[config.mk]
export PLATFORM = sky130hd
export DESIGN_NAME = fft_bfly_sched
export DESIGN_NICKNAME = d
export VERILOG_FILES = /design/src/rtl/fft_bfly_sched.sv
export SDC_FILE = /design/constraint.sdc
export NUM_CORES = 1
export LEC_CHECK = 0
export ABC_AREA = 0
export CORE_MARGIN = 1.5
export CORE_UTILIZATION = 42
export DETAILED_ROUTE_END_ITERATION = 8
export PLACE_DENSITY = 0.79
export SYNTH_ARGS = -nofsm -noshare
export SYNTH_HDL_FRONTEND = slang
export SYNTH_SLANG_ARGS = --single-unit
[constraint.sdc]
create_clock -name clk_i -period 3.98 [get_ports clk_i]
set_input_delay 0.796 -clock clk_i [delete_from_list [all_inputs] [get_ports clk_i]]
set_output_delay 0.796 -clock clk_i [all_outputs]
set_load 0.02 [all_outputs]
[src/rtl/fft_bfly_sched.sv]
// ---------------------------------------------------------------------------
// fft_bfly_sched
// Schedules a radix-2 butterfly through an in-place N-point DIT FFT. The data
// RAM holds the input in bit-reversed order, and the result ends up in natural
// order in the same RAM. Each stage issues N/2 operand reads, one per cycle.
// The stage then drains until every issued butterfly has been written back, so
// the next stage never reads a location that still has a write pending.
//
// Ports
//   clk_i, rst_i            clock, synchronous active-high reset
//   start_i                 begin a transform (accepted in IDLE only)
//   busy_o, done_o          in progress / one-cycle completion pulse
//   rd_en_o, rd_addr_*_o    data RAM read (pair p/q) and twiddle ROM read
//   tw_addr_o               twiddle ROM address
//   rd_*_i, tw_*_i          RAM/ROM data, valid RAM_LAT cycles after rd_en_o
//   bf_en_o, bf_*_o         butterfly operands (registered RAM/ROM data)
//   bf_vld_i, bf_y*_i       butterfly results
//   wr_en_o, wr_addr_*_o    dual-port write-back of the butterfly results
//   wr_*_o                  write data (butterfly results passed through)
//
// state    | meaning
// ---------+-------------------------------------------------------------
// ST_IDLE  | waiting for start_i
// ST_ISSUE | one read per cycle, butterfly k of stage s
// ST_DRAIN | reads stopped, waiting for outstanding write-backs
// ST_DONE  | single-cycle done pulse
// ---------------------------------------------------------------------------
module fft_bfly_sched #(
    parameter int N       = 256,
    parameter int LOG2N   = 8,
    parameter int RAM_LAT = 1,
    parameter int BF_LAT  = 3
) (
    input  logic                    clk_i,
    input  logic                    rst_i,
    input  logic                    start_i,
    output logic                    busy_o,
    output logic                    done_o,
    output logic                    rd_en_o,
    output logic [LOG2N-1:0]        rd_addr_p_o,
    output logic [LOG2N-1:0]        rd_addr_q_o,
    output logic [LOG2N-2:0]        tw_addr_o,
    input  logic signed [15:0]      rd_p_re_i,
    input  logic signed [15:0]      rd_p_im_i,
    input  logic signed [15:0]      rd_q_re_i,
    input  logic signed [15:0]      rd_q_im_i,
    input  logic signed [15:0]      tw_re_i,
    input  logic signed [15:0]      tw_im_i,
    output logic                    bf_en_o,
    output logic signed [15:0]      bf_xp_re_o,
    output logic signed [15:0]      bf_xp_im_o,
    output logic signed [15:0]      bf_xq_re_o,
    output logic signed [15:0]      bf_xq_im_o,
    output logic signed [15:0]      bf_factor_re_o,
    output logic signed [15:0]      bf_factor_im_o,
    input  logic                    bf_vld_i,
    input  logic signed [15:0]      bf_yp_re_i,
    input  logic signed [15:0]      bf_yp_im_i,
    input  logic signed [15:0]      bf_yq_re_i,
    input  logic signed [15:0]      bf_yq_im_i,
    output logic                    wr_en_o,
    output logic [LOG2N-1:0]        wr_addr_p_o,
    output logic [LOG2N-1:0]        wr_addr_q_o,
    output logic signed [15:0]      wr_p_re_o,
    output logic signed [15:0]      wr_p_im_o,
    output logic signed [15:0]      wr_q_re_o,
    output logic signed [15:0]      wr_q_im_o
);

    localparam int L  = RAM_LAT + 1 + BF_LAT;  // read-to-write latency
    localparam int CW = $clog2(L + 2);         // outstanding count holds L+1
    localparam int KW = LOG2N - 1;
    localparam int SW = $clog2(LOG2N);

    typedef enum logic [1:0] {ST_IDLE, ST_ISSUE, ST_DRAIN, ST_DONE} state_t;

    state_t          state_q, state_d;
    logic [KW-1:0]   k_q, k_d;
    logic [SW-1:0]   s_q, s_d;
    logic [CW-1:0]   cnt_q, cnt_d;

    logic            rd_en;
    logic            wr_en;
    logic [LOG2N-1:0] half, j, g, p, q;
    logic [KW-1:0]   tw;

    logic [RAM_LAT-1:0] rd_dly_q;
    logic [L-1:0]       wv_q;
    logic [LOG2N-1:0]   wa_p_q [L];
    logic [LOG2N-1:0]   wa_q_q [L];

    logic               bf_en_q;
    logic signed [15:0] xp_re_q, xp_im_q, xq_re_q, xq_im_q, w_re_q, w_im_q;

    // Butterfly k of stage s: insert a zero bit at position s of k to get p,
    // the partner q sits half a span above, and the twiddle index is j scaled
    // up to the full N/2 twiddle table.
    always_comb begin
        half = LOG2N'(1) << s_q;
        j    = LOG2N'(k_q) & (half - LOG2N'(1));
        g    = LOG2N'(k_q) >> s_q;
        p    = (g << (int'(s_q) + 1)) | j;
        q    = p | half;
        tw   = KW'(j << (LOG2N - 1 - int'(s_q)));
    end

    assign rd_en = (state_q == ST_ISSUE);

    // Only write back results that belong to a read issued since the last
    // reset; anything still inside the butterfly at reset is discarded.
    assign wr_en = bf_vld_i & wv_q[L-1];

    always_comb begin
        cnt_d = cnt_q;
        case ({rd_en, wr_en})
            2'b10:   cnt_d = cnt_q + CW'(1);
            2'b01:   cnt_d = cnt_q - CW'(1);
            default: cnt_d = cnt_q;
        endcase
    end

    always_comb begin
        state_d = state_q;
        k_d     = k_q;
        s_d     = s_q;
        case (state_q)
            ST_IDLE: begin
                if (start_i) begin
                    state_d = ST_ISSUE;
                    k_d     = '0;
                    s_d     = '0;
                end
            end
            ST_ISSUE: begin
                if (k_q == KW'(N/2 - 1)) begin
                    state_d = ST_DRAIN;
                    k_d     = '0;
                end else begin
                    k_d = k_q + KW'(1);
                end
            end
            ST_DRAIN: begin
                // Leave on the cycle the last write lands so the next stage
                // reads right after it.
                if (cnt_d == '0) begin
                    if (s_q == SW'(LOG2N - 1)) begin
                        state_d = ST_DONE;
                    end else begin
                        state_d = ST_ISSUE;
                        s_d     = s_q + SW'(1);
                    end
                end
            end
            ST_DONE: begin
                state_d = ST_IDLE;
                s_d     = '0;
            end
            default: state_d = ST_IDLE;
        endcase
    end

    always_ff @(posedge clk_i) begin
        if (rst_i) begin
            state_q <= ST_IDLE;
            k_q     <= '0;
            s_q     <= '0;
            cnt_q   <= '0;
        end else begin
            state_q <= state_d;
            k_q     <= k_d;
            s_q     <= s_d;
            cnt_q   <= cnt_d;
        end
    end

    always_ff @(posedge clk_i) begin
        if (rst_i) begin
            rd_dly_q <= '0;
            wv_q     <= '0;
            for (int i = 0; i < L; i++) begin
                wa_p_q[i] <= '0;
                wa_q_q[i] <= '0;
            end
        end else begin
            rd_dly_q[0] <= rd_en;
            for (int i = 1; i < RAM_LAT; i++) begin
                rd_dly_q[i] <= rd_dly_q[i-1];
            end
            wv_q[0]   <= rd_en;
            wa_p_q[0] <= rd_addr_p_o;
            wa_q_q[0] <= rd_addr_q_o;
            for (int i = 1; i < L; i++) begin
                wv_q[i]   <= wv_q[i-1];
                wa_p_q[i] <= wa_p_q[i-1];
                wa_q_q[i] <= wa_q_q[i-1];
            end
        end
    end

    always_ff @(posedge clk_i) begin
        if (rst_i) begin
            bf_en_q <= 1'b0;
            xp_re_q <= '0;
            xp_im_q <= '0;
            xq_re_q <= '0;
            xq_im_q <= '0;
            w_re_q  <= '0;
            w_im_q  <= '0;
        end else begin
            bf_en_q <= rd_dly_q[RAM_LAT-1];
            if (rd_dly_q[RAM_LAT-1]) begin
                xp_re_q <= rd_p_re_i;
                xp_im_q <= rd_p_im_i;
                xq_re_q <= rd_q_re_i;
                xq_im_q <= rd_q_im_i;
                w_re_q  <= tw_re_i;
                w_im_q  <= tw_im_i;
            end
        end
    end

    assign busy_o         = (state_q == ST_ISSUE) || (state_q == ST_DRAIN);
    assign done_o         = (state_q == ST_DONE);
    assign rd_en_o        = rd_en;
    assign rd_addr_p_o    = rd_en ? p  : '0;
    assign rd_addr_q_o    = rd_en ? q  : '0;
    assign tw_addr_o      = rd_en ? tw : '0;

    assign bf_en_o        = bf_en_q;
    assign bf_xp_re_o     = xp_re_q;
    assign bf_xp_im_o     = xp_im_q;
    assign bf_xq_re_o     = xq_re_q;
    assign bf_xq_im_o     = xq_im_q;
    assign bf_factor_re_o = w_re_q;
    assign bf_factor_im_o = w_im_q;

    assign wr_en_o        = wr_en;
    assign wr_addr_p_o    = wr_en ? wa_p_q[L-1] : '0;
    assign wr_addr_q_o    = wr_en ? wa_q_q[L-1] : '0;
    assign wr_p_re_o      = wr_en ? bf_yp_re_i  : '0;
    assign wr_p_im_o      = wr_en ? bf_yp_im_i  : '0;
    assign wr_q_re_o      = wr_en ? bf_yq_re_i  : '0;
    assign wr_q_im_o      = wr_en ? bf_yq_im_i  : '0;

endmodule

Yosys cells after proc, flatten, opt, wreduce, memory -nomap -nowiden

Memory sizes are Yosys's and may differ from the RTL's.
Cells that the tools add are included.

Register bits after elaboration: 118
RAM bits: 80
Input port bits: 164
Output and inout port bits: 204
Word-level logic and storage cells: 94
Memories kept: 2

Memories:

| memory | depth | width | read ports | clocked after Yosys merged registers in | wr ports | RTL line | text |
|---|---|---|---|---|---|---|---|
| wa_p_q | 5     | 8     | 5          | 0                                       | 5        | 89       | `logic [LOG2N-1:0] wa_p_q [L];` |
| wa_q_q | 5     | 8     | 5          | 0                                       | 5        | 90       | `logic [LOG2N-1:0] wa_q_q [L];` |

$add $sub $neg: 7
Equality and inequality tests: 11
Shift-type cells: 4
Muxes and demuxes: 35
Bitwise operators: 14
Reductions and logical operators: 8

Operator list:

| kind                                                                | count |
|---|---|
| 8-bit 2-to-1 mux                                                    | 14 |
| 16-bit 2-to-1 mux                                                   | 4 |
| 8-bit by 32-bit left shift with 7-bit output                        | 1 |
| 7-bit 2-to-1 mux                                                    | 3 |
| 8-bit OR                                                            | 2 |
| 7-bit one-hot mux with 2 select lines                               | 1 |
| 1-bit OR                                                            | 10 |
| 3-bit 2-to-1 mux                                                    | 3 |
| 3-bit one-hot mux with 3 select lines                               | 1 |
| 7-bit by 8-bit bitwise AND with 8-bit output                        | 1 |
| 2-bit 2-to-1 mux                                                    | 4 |
| 2-bit one-hot mux with 4 select lines                               | 1 |
| 1-bit by 3-bit left shift with 8-bit output (first input constant)  | 1 |
| 8-bit by 4-bit left shift with 8-bit output                         | 1 |
| 7-bit by 3-bit >> shifter with 8-bit output                         | 1 |
| 8-bit by 1-bit subtractor with 8-bit output (second input constant) | 1 |
| 7-bit by 1-bit adder with 7-bit output (second input constant)      | 1 |
| 7-bit == test (second input constant)                               | 1 |
| 3-bit by 1-bit adder with 3-bit output (second input constant)      | 2 |
| 2-bit == test (second input constant)                               | 3 |
| 2-bit inequality test (second input constant)                       | 3 |
| 3-bit one-hot mux with 2 select lines                               | 1 |
| 3-bit by 1-bit adder with 4-bit output (second input constant)      | 1 |
| 2-bit by 1-bit == test with 1-bit output (second input constant)    | 2 |
| other kinds (14)                                                    | 16 |

Longest topological paths before layout

Gate-level depths: netlist (run 1).

Word-level depth: 7
Mapped depth: 12
Depth with buffers taken out: 11

Worst setup path after synthesis (run 1)

No wires, ideal clock.

Kind: input -> register
Start point: input port bf_vld_i
End point: register state_q[1]
Library setup time: 0.071 ns
Arrival time: 3.348 ns
Data required time: 3.909 ns
Slack: 0.561 ns
Stages: 11
Cell sequence: clkbuf_1 clkbuf_1 and2_1 ha_1 inv_1 fa_1 xnor2_1 mux2i_1 a21boi_0 or4_1 a21oi_1

Cells in the longest elaborated chain, start to end: 6

Ends and longest elaborated chain:

| what                                                                      | RTL line | text |
|---|---|---|
| start, declared                                                           | 56       | `input logic bf_vld_i,` |
| 1-bit bitwise AND (*)                                                     | 111      | `assign wr_en = bf_vld_i & wv_q[L-1];` |
| net wr_en_o                                                               | 61       | `output logic wr_en_o,` |
| 2-bit by 1-bit == test with 1-bit output or 2-bit == test (tied branches) | 115      | `case ({rd_en, wr_en})` |
| 3-bit one-hot mux with 2 select lines (*)                                 | 115      |  |
| 3-bit logical NOT (*)                                                     | 145      | `if (cnt_d == '0) begin` |
| 2-bit inequality test (no line) (*)                                       | n/a      |  |
| 3-bit AND reduction (no line) (*)                                         | n/a      |  |
| end signal, assigned                                                      | 169      | `state_q <= state_d;` |
| end, declared                                                             | 77       | `state_t state_q, state_d;` |

The timed path passes the listed nets; every way through them passes the cells marked *.
A chain may end at the register's enable or synchronous reset.

Worst setup path in the final report (run 1)

Start point: register s_q[2]
End point: output port rd_addr_q_o[3]

Cells in the longest elaborated chain, start to end: 6

Ends and longest elaborated chain:

| what                                         | RTL line | text |
|---|---|---|
| start, declared                              | 79       | `logic [SW-1:0] s_q, s_d;` |
| start signal, assigned                       | 166      | `s_q <= '0;` |
| start signal, assigned                       | 171      | `s_q <= s_d;` |
| 1-bit by 3-bit left shift with 8-bit output  | 99       | `half = LOG2N'(1) << s_q;` |
| 8-bit by 1-bit subtractor with 8-bit output  | 100      | `j = LOG2N'(k_q) & (half - LOG2N'(1));` |
| 7-bit by 8-bit bitwise AND with 8-bit output | 100      |  |
| 8-bit OR                                     | 102      | `p = (g << (int'(s_q) + 1)) \| j;` |
| 8-bit OR (*)                                 | 103      | `q = p \| half;` |
| 8-bit 2-to-1 mux (*)                         | 226      | `assign rd_addr_q_o = rd_en ? q : '0;` |
| end, declared                                | 41       | `output logic [LOG2N-1:0] rd_addr_q_o,` |

Mark *: on every way between the ends. The rest lies on a longest branch, timed or not.

==> results of run 1 <==
## worst max-delay path, stage by stage, from the launching register on
cell and delay (ps):
sky130_fd_sc_hd__dfxtp_1 360, sky130_fd_sc_hd__buf_6 260, sky130_fd_sc_hd__mux2_2 390, sky130_fd_sc_hd__a221oi_4 290
sky130_fd_sc_hd__nand2b_1 160, sky130_fd_sc_hd__a221o_1 410, sky130_fd_sc_hd__and2_1 170, sky130_fd_sc_hd__clkdlybuf4s50_1 550
## stage by stage
stage	setup slack [ps]	power [W]	hold slack, ps	cell area, sq um	std cells
after CTS	14.8	0.00570	433	12700	1471
final	153	0.00567	434	12800	1478
after floorplan	561	0.00319	414	8220	859
after detailed placement	358	0.00386	420	12000	1439
after global routing	22.6	0.00593	446	12800	1475
after global placement	400	0.00384	418	12000	1439
## synth_stat cells, types with 5 or more instances
| cell type | instances | area (sq um) |
|---|---|---|
| sky130_fd_sc_hd__and2_1 | 7 | 43.8 |
| sky130_fd_sc_hd__inv_1 | 12 | 45.0 |
| sky130_fd_sc_hd__a21oi_1 | 26 | 130 |
| sky130_fd_sc_hd__clkbuf_8 | 5 | 68.8 |
| sky130_fd_sc_hd__ha_1 | 13 | 163 |
| sky130_fd_sc_hd__xor2_1 | 5 | 43.8 |
| sky130_fd_sc_hd__nor2_1 | 137 | 514 |
| sky130_fd_sc_hd__nand2_1 | 26 | 97.6 |
| sky130_fd_sc_hd__nand3_1 | 9 | 45.0 |
| sky130_fd_sc_hd__nand2b_1 | 8 | 50.1 |
| sky130_fd_sc_hd__nor2b_1 | 74 | 463 |
| sky130_fd_sc_hd__buf_2 | 8 | 40.0 |
| sky130_fd_sc_hd__dfxtp_1 | 196 | 3920 |
| sky130_fd_sc_hd__and3_1 | 82 | 513 |
| sky130_fd_sc_hd__o21ai_0 | 10 | 50.1 |
| sky130_fd_sc_hd__mux2i_1 | 102 | 1020 |
| sky130_fd_sc_hd__mux2_2 | 7 | 78.8 |
| sky130_fd_sc_hd__buf_6 | 5 | 56.3 |
| sky130_fd_sc_hd__buf_1 | 6 | 22.5 |
| sky130_fd_sc_hd__clkbuf_1 | 42 | 158 |
## how the worst max path moves through the flow
stage,start,slack (ps),cells past startpoint,to
finish,s_q[2],150,7,rd_addr_q_o[3]
global placement,s_q[1],400,9,rd_addr_q_o[5]
detailed placement,s_q[0],360,10,tw_addr_o[6]
floorplan,bf_vld_i,560,11,state_q[1]
global route,s_q[0],20,9,rd_addr_q_o[2]
CTS,s_q[0],10,10,rd_addr_p_o[6]
## cell families after synthesis
kind of cell	after synthesis	synth area share
AOI/OAI and AO/OA	80	0.0701
xor gates and xnor gates	9	0.00959
muxes	110	0.136
buffers and inverters	82	0.0509
adders and majority gates	14	0.0222
and+or+nand+nor	368	0.234
DFF	196	0.478
## report_power, final
group          leakage (nW)  internal, W  total (W)  switching (W)
sequential             1.59      0.00213    0.00229       0.000165
combinational          3.21     0.000760    0.00155       0.000790
clock                 0.312     0.000891    0.00183       0.000941
total                  5.11      0.00378    0.00567        0.00190
## repair_timing
| action | 4_1_cts | 5_1_grt |
|---|---|---|
| pin swaps | 0 | 1 |
| cloned | 0 | 0 |
| hold buffers | 0 | 0 |
| buffers inserted | 0 | 2 |
| endpoints found under the setup margin | 8 | 16 |
| gates resized for setup | 9 | 15 |
## per-layer routing
metal	global-route usage	share of wire	up-vias
met5	0	0.00041	-
met2	0.440	0.46	271
met3	0.0966	0.082	46
met4	0.113	0.029	2
li1	-	-	3607
met1	0.360	0.43	3514
## flip-flops by register name, summed over array words and instances, names as in the netlist, 16 cells and up
register,cells
bf_xp_re_o,16
wa_p_q,40
bf_xp_im_o,16
bf_factor_im_o,16
bf_xq_re_o,16
bf_xq_im_o,16
bf_factor_re_o,16
wa_q_q,40
## area by class of cell
type                       count  area share
antenna                        5    0.000981
clock buffer                  17      0.0333
clock inverter                15      0.0178
inverter                      13     0.00382
multi-input combinational    581       0.307
sequential                   196       0.308
tap                          260      0.0255
timing repair buffer         391       0.303
==> impl.org, run 1 <==
** Timing
- Count of pins over their slew limit :: 0
- Total count of hold-check failures in the final report :: 0
- Headroom to the max-slew limit came out at 0.391.
- Worst slew pin tran :: 914 ps
- Max frequency :: 0.261 GHz
- Setup repair after global routing left no endpoint under its margin.
- Setup skew after layout :: 15.3 ps
- Post-layout min period :: 3830 ps
- Setup violations remaining at the end of the flow were counted as 0.
- After routing, the total negative slack on setup checks comes to 0 ps.
- Final cycle utilization of the critical path :: 0.962

** Place
- Final weighted congestion of routability-driven global placement :: 0.931
- Quantity of I/O buffers inserted on ports :: 367
- Detailed placement finished with a half-perimeter wire length of 22.2 mm.

** Critical path
- Arrival time at the worst endpoint :: 3030 ps
- Largest driver fanout on the critical path :: 34
- For the worst setup path, the data required time is 3180 ps.
- Worst flop-to-flop path endpoint :: state_q[1]
- Startpoint of the lowest-slack register-to-register path :: state_q[1]
- Startpoint type of the worst setup path :: register
- CP Capture Type :: primary output
- Across all register-to-register paths, the minimum setup slack is 1100 ps.
- WS Path Type :: register to primary output
- Number of cells on the worst reg-to-reg path :: 11

** Clock tree
- The H-tree was split into 4 levels.
- Bufs on Longest Clock Path :: 2
- Counting the buffers created by CTS gives 17.
- Clk Tree Root Cell :: sky130_fd_sc_hd__clkbuf_16
- For this design, the sink count on the clock tree is 196.
- Clock tree from TritonCTS :: done
- After clock tree synthesis, the clock-pin slew on the worst setup and hold paths is 80 ps.
- The clock reaches the later pin of the worst-skew pair after 440 ps.

** Detailed routing
- The first routing iteration left 480 violations.
- Count of antenna-violating nets left after detailed routing :: 0
- The routed design has 29.5 mm of wire.
- Using the TritonRoute via totals, the vias-per-cell ratio works out to 5.03.
- Via total after detailed routing :: 7440
- Number of DRC violations after detailed routing :: 0
- The first TritonRoute pass finished after 5 iterations.
- Drt wl/cell :: 20.0 um

** Pwr
- Maximum vdd ir drop :: 297 uV
- Leakage power of the design :: 5.11 nW
- Power per unit of standard cell area :: 445 nW/um^2

** Final layout
- Of the cells placed in the final design, the portion with a size suffix greater than 1 is 0.0734.
- For this run, the share of the core covered by cells in the final layout is 0.673.
- The filler cells instantiated in the layout total 1551.
- Most frequent cells in the layout :: 355 x sky130_fd_sc_hd__clkdlybuf4s50_1, 193 x sky130_fd_sc_hd__dfxtp_1, 137 x sky130_fd_sc_hd__nor2_1
- Synth-to-Final Area Change :: 55.3%
- Combined flip-flop and latch cell area :: 3930 sq um
- For this run, the post-layout net count is 1378.
- Leaving out fill and tap cells, the most frequent cell in the layout is sky130_fd_sc_hd__clkdlybuf4s50_1.
- Summing all multi-input logic gate instances after layout gives 3920 sq um.

** Synthesis
- In the synthesized netlist the dominant register cell turns out to be sky130_fd_sc_hd__dfxtp_1.
- Synthesized area per cell :: 9.57 sq um
- Proportion of register bits with asynchronous set or reset after synthesis :: 0
- The Yosys step of the flow raised 0 warnings.
- Synthesis produced a netlist with a net count of 1037.
- Mapped Area :: 8220 sq um
- Sequential cell area fraction in the yosys report :: 0.478
- Counting flops with a built-in enable in the synthesized netlist gives 0.
- Synth unique cells :: 66
- Register bit total from synthesis :: 196
- In the synthesized netlist, the number of instances is 859.

** Status
- The run finished with clean final reports.

** Global route
- Via count of the first global-routing pass :: 7037
- Entering global routing, the biggest net connects 88 pins.
- Total global-route track usage :: 0.283
- Wire length of the first global-routing pass :: 42.9 mm
- Total gr overflow :: 0
- The number of antenna violations at the first check in global routing came to 4.

** Min path
- In this run the most critical hold path is launched from wa_p_q[0][7].
- Hold worst-path end :: wa_p_q[0][15]
- Instance count along the most critical hold path :: 1
- Class of the tightest hold or removal check :: register to register

** Die
- From left edge to right edge, the die measures 143 um.
- The core region is 19000 sq um.
- After floorplanning, the core was divided into 50 placement rows.
- Effective utilization at floorplan :: 0.433
- The die covers 20400 sq um.
- Measured along the y axis, the die boundary spans 143 um.
- 368 I/O pins were placed.

** Run
- Max-cap violations :: 0
Power figures use the tool's default switching activity.
==> inputs of run 2 (changes only) <==
--- a/config.mk
+++ b/config.mk
@@ -6,10 +6,12 @@
 export NUM_CORES = 1
 export LEC_CHECK = 0
 export ABC_AREA = 0
+export CELL_PAD_IN_SITES_DETAIL_PLACEMENT = 2
+export CELL_PAD_IN_SITES_GLOBAL_PLACEMENT = 2
 export CORE_MARGIN = 1.5
-export CORE_UTILIZATION = 42
+export CORE_UTILIZATION = 24
 export DETAILED_ROUTE_END_ITERATION = 8
-export PLACE_DENSITY = 0.79
+export PLACE_DENSITY = 0.78
 export SYNTH_ARGS = -nofsm -noshare
 export SYNTH_HDL_FRONTEND = slang
 export SYNTH_SLANG_ARGS = --single-unit
==> run 2 against run 1 <==
Utilization shrank 29 points; largest cell class unchanged; first-iteration DRC count shrank 54%; cell area grew 0.97%; clock skew shrank 5.9 ps.
==> impl.org, run 2 (synthesis results as in run 1) <==
** Critical path
- Arrival time at the worst endpoint :: 3110 ps (+80 ps)
- Worst reg-to-reg setup slack :: 740 ps (-360 ps)
- Startpoint of the lowest-slack register-to-register path :: state_q[1]
- Crit path required time :: 3180 ps (about the same)
- The critical path starts at s_q[0].
- The critical path in this run is classified as register to primary output.
- Largest driver fanout on the critical path :: 12 (-65%)
- Startpoint type of the worst setup path :: register
- CP Capture Type :: primary output

** Final layout
- Most frequent cells in the layout :: 354 x sky130_fd_sc_hd__clkdlybuf4s50_1, 194 x sky130_fd_sc_hd__dfxtp_1, 137 x sky130_fd_sc_hd__nor2_1
- Fraction of final layout cells sized beyond drive strength 1 :: 0.0695 (-0.00384)
- Number of nets in the finished design :: 1373 (-0.36%)
- Leaving out fill and tap cells, the most frequent cell in the layout is sky130_fd_sc_hd__clkdlybuf4s50_1.
- Compared with the post-synthesis result, the final layout area differs by 56.8%.
- End-of-flow core utilization :: 0.383 (-0.290)
- Area of combinational cells with multiple inputs :: 3910 sq um (-0.16%)
- The count of inserted antenna diode cells was 0 (-5).
- Largest registers :: wa_p_q (40), wa_q_q (40)
- Combined flip-flop and latch cell area :: 3930 sq um (about the same)
- Number of fill cells in the layout :: 3629 (+130%)

** Clock tree
- The clock-pin slew on the worst setup and hold paths came to 80 ps (about the same).
- Number of clock sinks :: 196 (unchanged)
- The buffer depth of the longest clock path came to 2 (unchanged).
- The number of H-tree levels came to 4 (unchanged).
- TritonCTS buffer count :: 17 (unchanged)
- Clk Tree Root Cell :: sky130_fd_sc_hd__clkbuf_16
- Clock tree from TritonCTS :: done
- The clock network latency to the later pin of the worst-skew pair was 440 ps (about the same).
- Hold Buf Count CTS :: 0 (unchanged)

** Place
- Placement Setup Slack :: 298 ps (-59.1 ps)
- Post-detail-place hpwl :: 23.6 mm (+6.2%)
- The weighted congestion reported at the end of routability-driven placement is 0.841 (-9.6%).
- The number of I/O port buffers came to 367 (unchanged).

** Timing
- Max frequency :: 0.256 GHz (-2.0%)
- Setup repair after global routing could not meet its margin everywhere.
- The time the worst path needs with I/O delays and setup is 3900 ps (+76.4 ps).
- The clock skew came to 9.35 ps (-5.92 ps).
- The count of final setup violators is 0 (unchanged).
- The max-slew violation count is 0 (unchanged).
- The actual slew at the worst max-slew pin is 813 ps (-102 ps).
- The number of hold violations in the final report came to 0 (unchanged).
- Final cycle utilization of the critical path :: 0.981 (+0.0192)
- The least setup slack across all paths after layout is 76.8 ps (-76.4 ps).
- Worst-case headroom to the max-slew limit :: 0.458 (+0.0677)

** Global route
- Wire length of the first global-routing pass :: 48.6 mm (+13%)
- The pin count of the biggest net entering global routing is 176 (+100%).
- Via count of the first global-routing pass :: 8124 (+15%)
- Total gr overflow :: 0 (unchanged)
- Antenna violations before repair :: 0 (-4)
- The combined global-route utilization of all metal layers was 0.177 (-0.106).

** Die
- The core area came to 33600 sq um (+77%).
- Core Rows :: 67 (+34%)
- The vertical extent of the die came to 188 um (+32%).
- The horizontal die dimension was 188 um (+32%).
- The starting density of the core is 0.244 (-0.189).
- The number of I/O pins is 368 (unchanged).
- The die area was 35400 sq um (+73%).

** Detailed routing
- The wire length reported by the detailed router came to 31.8 mm (+7.5%).
- The routed via count divided by cell count was 4.54 (-9.8%).
- Count of antenna-violating nets left after detailed routing :: 0 (unchanged)
- Drt wl/cell :: 19.2 um (-4.0%)
- Number of DRC violations after detailed routing :: 0 (unchanged)
- The initial DRC count was 222 (-54%).
- The length of the first detailed-routing pass in iterations is 4 (-1).
- Via total after detailed routing :: 7517 (+1.0%)

** Pwr
- Power per unit of standard cell area :: 436 nW/um^2 (-1.9%)
- The overall power after layout was 0.00562 W (-0.99%).
- The peak ir drop on the vdd network was 393 uV (+32%).
- The leakage power of the design is 5.03 nW (-1.6%).

** Min path
- The tightest min-delay check is of the register to register type.
- In this run the most critical hold path is launched from wa_q_q[0][25].

** Status
- The flow ran to the end, and the final reports show no timing, DRC or antenna violations.

** Run
- Max-cap violations :: 0 (unchanged)
[run 2: changes by cell type in the layout (fill, tap and decap cells not counted), sizes merged]
cell           delta
dlymetal6s2s      -3
buf               -5
dlygate4sd2       +5
diode             -5
bufinv            +1
clkdlybuf4s50     -1
clkinv            -2
clkinvlp          +1
clkbuf            -1
[run 2: worst max-delay path, cell delays in order, from the launching register on]
cell,delay [ps]
sky130_fd_sc_hd__dfxtp_1,400
sky130_fd_sc_hd__clkinv_1,140
sky130_fd_sc_hd__ha_2,490
sky130_fd_sc_hd__mux2i_1,110
sky130_fd_sc_hd__a211o_1,320
sky130_fd_sc_hd__a31oi_1,170
sky130_fd_sc_hd__o311a_1,250
sky130_fd_sc_hd__and2_1,150
sky130_fd_sc_hd__clkdlybuf4s50_1,630
[run 2: path summary, 6_finish.rpt]
kind         cells past startpoint        endpoint
min reg2reg                      1   wa_q_q[0][33]
max                              8  rd_addr_p_o[7]
max reg2reg                     11      state_q[1]
min                              1   wa_q_q[0][33]
[run 2: area by class of cell]
class                   instances  area share
flip-flops and latches        196       0.305
multi-input cells             581       0.304
repair buffers                386       0.298
well taps                     448      0.0435
clock buffers                  17      0.0330
clock inverters                15      0.0125
inverters                      13     0.00379
[run 2: power breakdown]
part / switching [W] / internal (W) / leakage (nW)
Clock: 0.000856 / 0.000894 / 0.289
Sequential: 0.000151 / 0.00213 / 1.59
Combinational: 0.000832 / 0.000757 / 3.16
Total: 0.00184 / 0.00378 / 5.03
[run 2: per-layer routing]
layer / global-route usage / wire, um
met4: 0.0618 / 688
met2: 0.325 / 16600
met3: 0.0389 / 1560
met1: 0.201 / 12900
met5: 0 / 0
[run 2: through the flow]
stage / cells / area [sq um] / TNS (ps) / hold WS, ps
finish: 1656 / 12900 / 0 / 437
global route: 1656 / 12900 / -435 / 460
CTS: 1656 / 12800 / 0 / 449
detailed placement: 1623 / 12200 / 0 / 426
global placement: 1623 / 12200 / 0 / 425
floorplan: 859 / 8220 / 0 / 414
[run 2: what timing repair did]
item                       CTS  global route
setup buffers                1             0
gates resized for setup     16            11
pin swaps                    0             0
setup endpoints to repair   17            13
==> inputs of run 3 (changes only) <==
--- a/config.mk
+++ b/config.mk
@@ -6,6 +6,7 @@
 export NUM_CORES = 1
 export LEC_CHECK = 0
 export ABC_AREA = 0
+export CAP_MARGIN = 0
 export CELL_PAD_IN_SITES_DETAIL_PLACEMENT = 2
 export CELL_PAD_IN_SITES_GLOBAL_PLACEMENT = 2
 export CORE_MARGIN = 1.5
==> results of run 3 <==
Final layout, timing and power as in run 2 (identical DEF).
